==> src/rtl/reg_file_pkg.sv <==
// reg_file_pkg: shared encodings for the register file and the instruction
// decoder. Both import this package so the decoder's control bundle and the
// register file interpret the same codes.
package reg_file_pkg;

    // 8-bit register select codes (reg_rd_addr / reg_wr_addr / dbg_sel)
    localparam logic [2:0] REG_B  = 3'b000;
    localparam logic [2:0] REG_C  = 3'b001;
    localparam logic [2:0] REG_D  = 3'b010;
    localparam logic [2:0] REG_E  = 3'b011;
    localparam logic [2:0] REG_H  = 3'b100;
    localparam logic [2:0] REG_L  = 3'b101;
    localparam logic [2:0] MEM_HL = 3'b110;  // memory operand, no storage here
    localparam logic [2:0] REG_A  = 3'b111;

    // Write data source selects (reg_src_sel)
    localparam logic [1:0] SRC_SBUS  = 2'b00;
    localparam logic [1:0] SRC_ALU   = 2'b01;
    localparam logic [1:0] SRC_MEM   = 2'b10;
    localparam logic [1:0] SRC_DEBUG = 2'b11;

    // 16-bit pair selects (pair_sel)
    localparam logic [1:0] PAIR_BC = 2'b00;
    localparam logic [1:0] PAIR_DE = 2'b01;
    localparam logic [1:0] PAIR_HL = 2'b10;
    localparam logic [1:0] PAIR_SP = 2'b11;

    // Increment/decrement operation codes (pair_op and the PC incrementer)
    typedef enum logic [1:0] {
        OP_NONE = 2'b00,
        OP_INC  = 2'b01,
        OP_DEC  = 2'b10,
        OP_RSVD = 2'b11   // treated as no operation
    } incdec_op_e;

    // Address-drive decode of reg_rd_addr when reg_drive_addr=1
    localparam logic [2:0] ADDR_PC = 3'b000;
    localparam logic [2:0] ADDR_BC = 3'b100;
    localparam logic [2:0] ADDR_DE = 3'b101;
    localparam logic [2:0] ADDR_HL = 3'b110;
    localparam logic [2:0] ADDR_SP = 3'b111;

endpackage

==> src/rtl/reg_file_reg16_incdec.sv <==
// reg16_incdec: combinational 16-bit increment/decrement, modulo 2^16.
// Ports:
//   value_i  - 16-bit operand
//   op_i     - OP_INC / OP_DEC; OP_NONE and OP_RSVD pass the operand through
//   result_o - operand +/- 1 (or unchanged)
module reg16_incdec
    import reg_file_pkg::*;
(
    input  logic [15:0] value_i,
    input  incdec_op_e  op_i,
    output logic [15:0] result_o
);

    // Select +1, -1 or pass-through; natural 16-bit overflow gives the wrap.
    always_comb begin
        result_o = value_i;
        case (op_i)
            OP_INC:  result_o = value_i + 16'd1;
            OP_DEC:  result_o = value_i - 16'd1;
            OP_NONE: result_o = value_i;
            default: result_o = value_i;
        endcase
    end

endmodule

==> src/rtl/reg_file.sv <==
// reg_file: register file downstream of the instruction decoder.
// Holds A/B/C/D/E/H/L, PC and SP; drives the internal source bus (sbus), the
// 16-bit memory address bus and a debug observe port.
// Ports:
//   clk, rst               - clock, asynchronous active-high reset
//   reg_rd_en/reg_rd_addr  - sbus read select (also pair select for addr_bus)
//   reg_wr_en/reg_wr_addr  - 8-bit write select, data chosen by reg_src_sel
//   reg_drive_addr         - 1: drive selected pair on addr_bus, 0: drive PC
//   reg_writeback          - writeback strobe; qualifies every state update
//   reg_inc_pc             - increment PC on the qualified edge
//   hold                   - suppress all state updates
//   pair_op/pair_sel       - 16-bit pair increment/decrement
//   alu_result, mem_data, debug_data - write data sources
//   sbus, addr_bus         - combinational read outputs
//   dbg_sel/dbg_out        - enable-independent register observe
module reg_file
    import reg_file_pkg::*;
#(
    parameter logic [15:0] PC_RESET = 16'h0000,
    parameter logic [15:0] SP_RESET = 16'hFFFE
) (
    input  logic        clk,
    input  logic        rst,
    input  logic        reg_rd_en,
    input  logic        reg_wr_en,
    input  logic [2:0]  reg_rd_addr,
    input  logic [2:0]  reg_wr_addr,
    input  logic        reg_drive_addr,
    input  logic [1:0]  reg_src_sel,
    input  logic        reg_writeback,
    input  logic        reg_inc_pc,
    input  logic        hold,
    input  logic [1:0]  pair_op,
    input  logic [1:0]  pair_sel,
    input  logic [7:0]  alu_result,
    input  logic [7:0]  mem_data,
    input  logic [7:0]  debug_data,
    output logic [7:0]  sbus,
    output logic [15:0] addr_bus,
    input  logic [2:0]  dbg_sel,
    output logic [7:0]  dbg_out
);

    logic [7:0]  a_q, b_q, c_q, d_q, e_q, h_q, l_q;
    logic [7:0]  a_d, b_d, c_d, d_d, e_d, h_d, l_d;
    logic [15:0] pc_q, pc_d, sp_q, sp_d;

    logic [7:0]  regs_s [8];
    logic        qualified_s;
    logic [7:0]  wr_data_s;
    logic [15:0] pair_val_s, pair_next_s, pc_next_s;
    incdec_op_e  pc_op_s;

    // Register view indexed by the 3-bit encoding; the MEM_HL slot reads zero.
    always_comb begin
        regs_s[REG_B]  = b_q;
        regs_s[REG_C]  = c_q;
        regs_s[REG_D]  = d_q;
        regs_s[REG_E]  = e_q;
        regs_s[REG_H]  = h_q;
        regs_s[REG_L]  = l_q;
        regs_s[MEM_HL] = 8'h00;
        regs_s[REG_A]  = a_q;
    end

    // Zero-latency read ports.
    always_comb begin
        dbg_out = regs_s[dbg_sel];
        if (reg_rd_en && (reg_rd_addr != MEM_HL)) begin
            sbus = regs_s[reg_rd_addr];
        end else begin
            sbus = 8'h00;
        end
    end

    // Address bus: PC unless a valid pair code is selected for address drive.
    always_comb begin
        addr_bus = pc_q;
        if (reg_drive_addr) begin
            case (reg_rd_addr)
                ADDR_PC: addr_bus = pc_q;
                ADDR_BC: addr_bus = {b_q, c_q};
                ADDR_DE: addr_bus = {d_q, e_q};
                ADDR_HL: addr_bus = {h_q, l_q};
                ADDR_SP: addr_bus = sp_q;
                default: addr_bus = pc_q;
            endcase
        end else begin
            addr_bus = pc_q;
        end
    end

    // Write data source; SBUS is the same-cycle read so LD r,r' takes one edge.
    always_comb begin
        wr_data_s = sbus;
        case (reg_src_sel)
            SRC_SBUS:  wr_data_s = sbus;
            SRC_ALU:   wr_data_s = alu_result;
            SRC_MEM:   wr_data_s = mem_data;
            SRC_DEBUG: wr_data_s = debug_data;
            default:   wr_data_s = sbus;
        endcase
    end

    // Current value of the pair targeted by pair_op.
    always_comb begin
        pair_val_s = {b_q, c_q};
        case (pair_sel)
            PAIR_BC: pair_val_s = {b_q, c_q};
            PAIR_DE: pair_val_s = {d_q, e_q};
            PAIR_HL: pair_val_s = {h_q, l_q};
            PAIR_SP: pair_val_s = sp_q;
            default: pair_val_s = {b_q, c_q};
        endcase
    end

    // PC incrementer operation: only ever +1 or pass-through.
    always_comb begin
        if (reg_inc_pc) begin
            pc_op_s = OP_INC;
        end else begin
            pc_op_s = OP_NONE;
        end
    end

    reg16_incdec u_pc_incdec (
        .value_i  (pc_q),
        .op_i     (pc_op_s),
        .result_o (pc_next_s)
    );

    reg16_incdec u_pair_incdec (
        .value_i  (pair_val_s),
        .op_i     (incdec_op_e'(pair_op)),
        .result_o (pair_next_s)
    );

    assign qualified_s = reg_writeback & ~hold;

    // Next-state: pair result lands first, then an 8-bit write overrides its byte.
    always_comb begin
        a_d  = a_q;
        b_d  = b_q;
        c_d  = c_q;
        d_d  = d_q;
        e_d  = e_q;
        h_d  = h_q;
        l_d  = l_q;
        pc_d = pc_q;
        sp_d = sp_q;
        if (qualified_s) begin
            pc_d = pc_next_s;
            // With no pair operation pair_next_s equals the pair, so this is a no-op.
            case (pair_sel)
                PAIR_BC: {b_d, c_d} = pair_next_s;
                PAIR_DE: {d_d, e_d} = pair_next_s;
                PAIR_HL: {h_d, l_d} = pair_next_s;
                PAIR_SP: sp_d       = pair_next_s;
                default: sp_d       = sp_q;
            endcase
            if (reg_wr_en) begin
                case (reg_wr_addr)
                    REG_A:   a_d = wr_data_s;
                    REG_B:   b_d = wr_data_s;
                    REG_C:   c_d = wr_data_s;
                    REG_D:   d_d = wr_data_s;
                    REG_E:   e_d = wr_data_s;
                    REG_H:   h_d = wr_data_s;
                    REG_L:   l_d = wr_data_s;
                    default: a_d = a_q;  // MEM_HL has no storage
                endcase
            end else begin
                a_d = a_q;
            end
        end else begin
            pc_d = pc_q;
        end
    end

    // State registers; reset aborts any pending update.
    always_ff @(posedge clk or posedge rst) begin
        if (rst) begin
            a_q  <= 8'h00;
            b_q  <= 8'h00;
            c_q  <= 8'h00;
            d_q  <= 8'h00;
            e_q  <= 8'h00;
            h_q  <= 8'h00;
            l_q  <= 8'h00;
            pc_q <= PC_RESET;
            sp_q <= SP_RESET;
        end else begin
            a_q  <= a_d;
            b_q  <= b_d;
            c_q  <= c_d;
            d_q  <= d_d;
            e_q  <= e_d;
            h_q  <= h_d;
            l_q  <= l_d;
            pc_q <= pc_d;
            sp_q <= sp_d;
        end
    end

endmodule

==> config.mk <==
export PLATFORM = sky130hd
export DESIGN_NAME = reg_file
export DESIGN_NICKNAME = d
export VERILOG_FILES = /design/src/rtl/reg_file_pkg.sv /design/src/rtl/reg_file_reg16_incdec.sv /design/src/rtl/reg_file.sv
export SDC_FILE = /design/constraint.sdc
export NUM_CORES = 1
export LEC_CHECK = 0
export CELL_PAD_IN_SITES_DETAIL_PLACEMENT = 1
export CELL_PAD_IN_SITES_GLOBAL_PLACEMENT = 1
export CORE_MARGIN = 4
export CORE_UTILIZATION = 42
export CTS_BUF_LIST = sky130_fd_sc_hd__clkbuf_4
export CTS_CLUSTER_SIZE = 14
export DETAILED_ROUTE_END_ITERATION = 8
export GPL_TIMING_DRIVEN = 0
export HOLD_SLACK_MARGIN = 0.15
export PLACE_DENSITY = 0.76
export SLEW_MARGIN = 10
export SYNTH_ARGS = -nofsm -noshare
export SYNTH_HDL_FRONTEND = slang
export SYNTH_SLANG_ARGS = --single-unit
==> constraint.sdc <==
create_clock -name clk -period 2.9 [get_ports clk]
set_clock_uncertainty 0.05 [all_clocks]
set_input_delay 0.435 -clock clk [delete_from_list [all_inputs] [get_ports clk]]
set_output_delay 0.435 -clock clk [all_outputs]
set_load 0.01 [all_outputs]
Word-level counts from Yosys, hierarchy flattened
Cells that the tools add are included.
W data, S select, Z words.
- bits in registers: 88
- latch bits: 0
- memory bits (writable): 0
- ROM bits: 0
- input bits: 47
- output and inout port bits: 32
- memories: 0
- $add $sub $neg: 4
- multipliers: 0
- div/mod/pow operators: 0
- magnitude comparators: 2
- equal/unequal tests: 21
- shifts and indexed selects: 0
- mux-type cells: 32
- bitwise gates (word level): 4
- reduce and logical (&&, ||, !) cells: 8
- operators with widths (cell ; number):
    $mux W8 ; 23
    $pmux W16 S4 ; 2
    $pmux W16 S2 ; 2
    $bmux W8 S3 ; 2
    $add A16 B1 Y16 const B ; 2
    $pmux W8 S4 ; 1
    $sub A16 B1 Y16 const B ; 2
    $eq A3 B3 Y1 const B ; 7
    $mux W16 ; 1
    $eq A2 B2 Y1 const B ; 5
    $ge A4 B4 Y1 const B ; 2
    $not A3 Y4 ; 2
    $eq A2 B1 Y1 const B ; 3
    $eq A3 B2 Y1 const B ; 2
    $logic_not A2 Y1 ; 2
    $reduce_and A2 Y1 ; 2
    $eq A3 B1 Y1 const B ; 1
    $logic_not A3 Y1 ; 1
    $ne A3 B3 Y1 const B ; 1
    $reduce_and A3 Y1 ; 1
    $eq A1 B2 Y1 const B ; 1
    $reduce_bool A2 Y1 ; 1
    $and A1 B1 Y1 ; 1
    $eq A1 B1 Y1 const B ; 1
    other kinds (3) ; 3

Longest topological paths before layout
- word-level depth: 8
- gate-level depth with buffers: 11
- mapped depth without buffers: 9

By module
A second synthesis with hierarchy kept.
- cells, all modules: 1029
- area, all modules: 9012.4 um^2
- by module, submodules not included (module ; instances ; cells each ; area each (um^2) ; sequential area each (um^2)):
    reg_file ; 1 ; 659 ; 6394.9 ; 2220.9
    reg16_incdec ; 2 ; 185 ; 1308.8 ; 0.0

Worst setup path after synthesis
OpenSTA, ideal clock, no wires.
- path type: in2reg
- from: input port pair_sel[0]
- to: register b_q[5]
- setup time: 141 ps
- data arrival time: 2988 ps
- slack: -280 ps
- stages: 11
- buffers on the path: 3
- cell sequence: buf_6 -> buf_4 -> buf_2 -> mux4_2 -> ha_1 -> o21a_1 -> o211ai_1 -> nand2_1 -> a21oi_4 -> mux2i_1 -> a31oi_1
- cells in the longest elaborated chain, start to end: 7
- elaborated cells on any way between the ends: 11
- classes of those cells: add/sub (2); eq/ne (3); mux (5); reduce/logical (1)
- ends and longest elaborated chain (what ; line ; text):
    start: declaration ; reg_file.sv:34 ; input logic [1:0] pair_sel,
    $eq A2 B2 Y1 (tied with other cells) ; reg_file.sv:108 ; case (pair_sel)
    $pmux W16 S4 ; reg_file.sv:108 ;
    $sub A16 B1 Y16 / $add A16 B1 Y16 (equally long branches) ; reg_file_reg16_incdec.sv:19, reg_file_reg16_incdec.sv:18 ;
    $pmux W16 S2 ; reg_file_reg16_incdec.sv:17 ; case (op_i)
    $mux W8 * ; reg_file.sv:154 ; case (pair_sel)
    $mux W8 ; reg_file.sv:162 ; case (reg_wr_addr)
    $mux W8 * ; reg_file.sv:161 ; if (reg_wr_en) begin
    end signal: assignment ; reg_file.sv:184 ; b_q <= 8'h00;
    end signal: assignment ; reg_file.sv:194 ; b_q <= b_d;
    end: declaration ; reg_file.sv:44 ; logic [7:0] a_q, b_q, c_q, d_q, e_q, h_q, l_q;
Every way passes the cells marked *; elsewhere a longest branch is shown, timed or not.
A chain may end at the register's enable or synchronous reset.

Final worst setup path
- from: register c_q[5]
- to: register b_q[5]
- cells in the longest elaborated chain, start to end: 7
- elaborated cells on any way between the ends: 12
- classes of those cells: add/sub (2); mux (10)
- ends and longest elaborated chain (what ; line ; text):
    start: declaration ; reg_file.sv:44 ;
    start signal: assignment ; reg_file.sv:185 ; c_q <= 8'h00;
    start signal: assignment ; reg_file.sv:195 ; c_q <= c_d;
    branches (longest 6 deep; another with $sub A16 B1 Y16) ; -- ;
    $mux W8 * ; reg_file.sv:161 ;
Every way passes the cells marked *. The select of a mux whose other input is x is not followed.

==> reports/results.ini <==
[status]
outcome = completed

[setup_path]
cp_cell_sequence = mux4_2 > ha_4 > o21a_1 > o211ai_1 > nand2_2 > a21oi_4 > mux2i_4 > a31oi_1
rr_startpoint = c_q[5]$_DFFE_PP0P_
r2r_slack_ns = 0.03
endpoint_kind = flip-flop
crit_type = flip-flop to flip-flop
slowest_stage = mux4_2
cp_max_fo = 5
setup.worst_path.start = c_q[5]$_DFFE_PP0P_
crit_required_ns = 3.22
worst_setup_path_start_kind = flip-flop
crit_arrival_ns = 3.18
slowest_delay_ns = 0.56

[sta]
fmax_ghz = 0.349
grt_setup_unrepaired = yes
hold_viol = 0
setup_viol = 0
worst_slew_margin_rel = 0.183
drv_slew = 0
tightest_slew_ns = 1.21
finalCritPeriodShare = 0.989
period_needed_ns = 2.87

[floorplan]
fp-row-count = 47
die_y_um = 138
boundaryPins = 79
die_w_um = 138
core_area_um2 = 16500
dieArea_um2 = 19000
start_util = 0.428

[place]
dp.cells = 1018
portBuffers = 71
gp_congestion = 1.03
hpwl_um = 22400

[layout]
antenna-diode-count = 0
nets = 907
final_layout_size_suffix_gt1_frac = 0.279
final_util = 0.543
fill_cells = 1832
area_delta_synth_final_pct = 26.8
finalNonFillerCells = 1068

[power]
total_power_mw = 6.90
p_leak_nw = 3.56
ir_drop_mv = 0.392
powerDensity_nw_per_um2 = 770

[yosys]
synth_nets = 790
synth.avg_cell_area_um2 = 9.75
seq_area_frac_synth = 0.314
synthArstFlopShare = 1.00
syn_area_um2 = 7080
yosysMostFrequentCell = nand2_1
synth_compound_area_frac = 0.233
yosysWarnings = 0
yosys-top-cells-count = 94 x nand2_1, 73 x dfrtp_1, 52 x nor2_1
synthMuxAreaShare = 0.209
yosys.area_share.simple = 0.152
synthTopCellsByArea = dfrtp_1 26%, mux4_2 12%, mux2_2 6.4%, dfstp_2 5.6%, nand2_1 5.0%
synth_top_area_frac = 0.258
synth_top_cell_by_area = dfrtp_1
synth_xor_area_frac = 0.0297
synth_edf_count = 0
synth_cell_types = 67
synth_top_family_by_area = compound AO/OA/AOI/OAI gates
synthAdderAreaFrac = 0.0311
synth_cells = 726
synthFlopType = dfrtp_1
ys_ff_latch = 88

[clock_network]
cts_buffers = 9
htreeDepth = 3
clock-root-buffer = clkbuf_4
cts_tree = yes
cts_sinks = 88
clk_latency_ns = 0.50
cts.path.max_buffers = 2
clkSlewWorstSetupHoldPaths_ns = 0.15
hold_buffers = 0

[global_routing]
overflow = 0
grt.total_usage = 0.316
grt_pass1_wl_um = 44400
first_global_vias = 7334
antenna_found_initial = 1
grt_max_degree = 50

[route]
vias = 7263
first_pass_iters = 5
drtIter0Drc = 1018
drc_errors = 0
viasPerCell = 6.80
ant_nets = 0
wl_per_cell_um = 27.8
wl_um = 29700

[flow_run]
drv_cap = 0

[worst_hold_path]
hp-class = input port to asynchronous set/reset pin

[layout make-up]
type | instances | area [um2] | area share
Inverter | 11 | 43.8 | 0.00488
Tap cell | 220 | 275 | 0.0307
Clock inverter | 6 | 58.8 | 0.00655
Timing Repair Buffer | 107 | 1030 | 0.114
Buffer | 41 | 284 | 0.0317
Multi-Input combinational cell | 585 | 4970 | 0.554
Sequential cell | 88 | 2240 | 0.250
Clock buffer | 10 | 75.1 | 0.00837
[through the flow]
stage	hold WS, ns	worst slack [ns]	TNS [ns]	area [um2]
floorplan	0.390	-0.00169	-0.00369	7220
global placement	0.408	-1.23	-136.54	8200
detailed placement	0.418	-1.03	-46.67	8230
CTS	0.274	0.00104	0	8650
global route	0.288	-0.0264	-0.124	8970
finish	0.254	0.0315	0	8970
[cell families after synthesis]
group                      count (synthesis)
AOI/OAI and AO/OA                        223
xor gates and xnor gates                  24
adders and majority gates                 17
buffers and inverters                     53
DFF                                       88
muxes                                     89
and+or+nand+nor                          232
[power breakdown]
part	leakage, nW	internal [mW]	switching, mW
Clock	0.0719	0.268	0.475
Sequential	1.07	1.73	0.631
Combinational	2.42	1.88	1.91
Total	3.56	3.88	3.02
[placed cells by master (no fill, tap or decap), drive strengths merged, types with 4 or more instances in the layout]
cell and instances:
a221oi 18, clkbuf 35, a2bb2oi 5, o21a 11
a31oi 6, xor2 7, and2 9, and4 4
a22oi 23, o31ai 14, dlymetal6s2s 5, o221ai 15
dfrtp 73, a21o 8, and3 6, clkdlybuf4s50 64
nor2 52, o21ai 43, o22ai 4, buf 52
nand2b 8, nand3 16, o211ai 6, nand2 94
ha 16, a21oi 31, a211oi 7, mux2i 8
dfstp 15, nor3 18, xnor2 17, a221o 15
clkinv 4, mux4 41, nor2b 11, inv 11
mux2 40
[per-layer routing]
layer	wire length, um	global-route usage	up-vias
met5	17	0	-
met2	14100	0.518	425
met3	2860	0.0975	96
li1	-	-	3076
met1	11800	0.407	3664
met4	1030	0.0867	2
[critical path: cells and delay by family, from the launching register on]
family / cells / cell delay [ns]
DFF: 1 / 0.48
AOI/OAI and AO/OA: 4 / 0.85
adders and majority gates: 1 / 0.27
and+or+nand+nor: 1 / 0.15
muxes: 2 / 0.92
[registers in the layout, indices dropped and copies added (netlist names)]
register,flops
pc_q,16
b_q,8
l_q,8
sp_q,16
e_q,8
c_q,8
a_q,8
d_q,8
h_q,8
[final timing paths]
path                                             end  cells after the start
worst max-delay path              b_q[5]$_DFFE_PP0P_                      8
worst min-delay path              a_q[0]$_DFFE_PP0P_                      2
worst max register to register    b_q[5]$_DFFE_PP0P_                      8
worst min register to register   sp_q[7]$_DFFE_PP1P_                      2
max in group asynchronous       sp_q[14]$_DFFE_PP1P_                      3
min in group clk                 sp_q[7]$_DFFE_PP1P_                      2
[repair_timing]
| item | CTS | global route |
|---|---|---|
| buffers inserted | 17 | 18 |
| setup endpoints to repair | 61 | 51 |
| cloned | 0 | 0 |
| resized for setup | 48 | 57 |
| pin swaps | 9 | 20 |
Note: power is estimated with default switching activity, not from simulation.
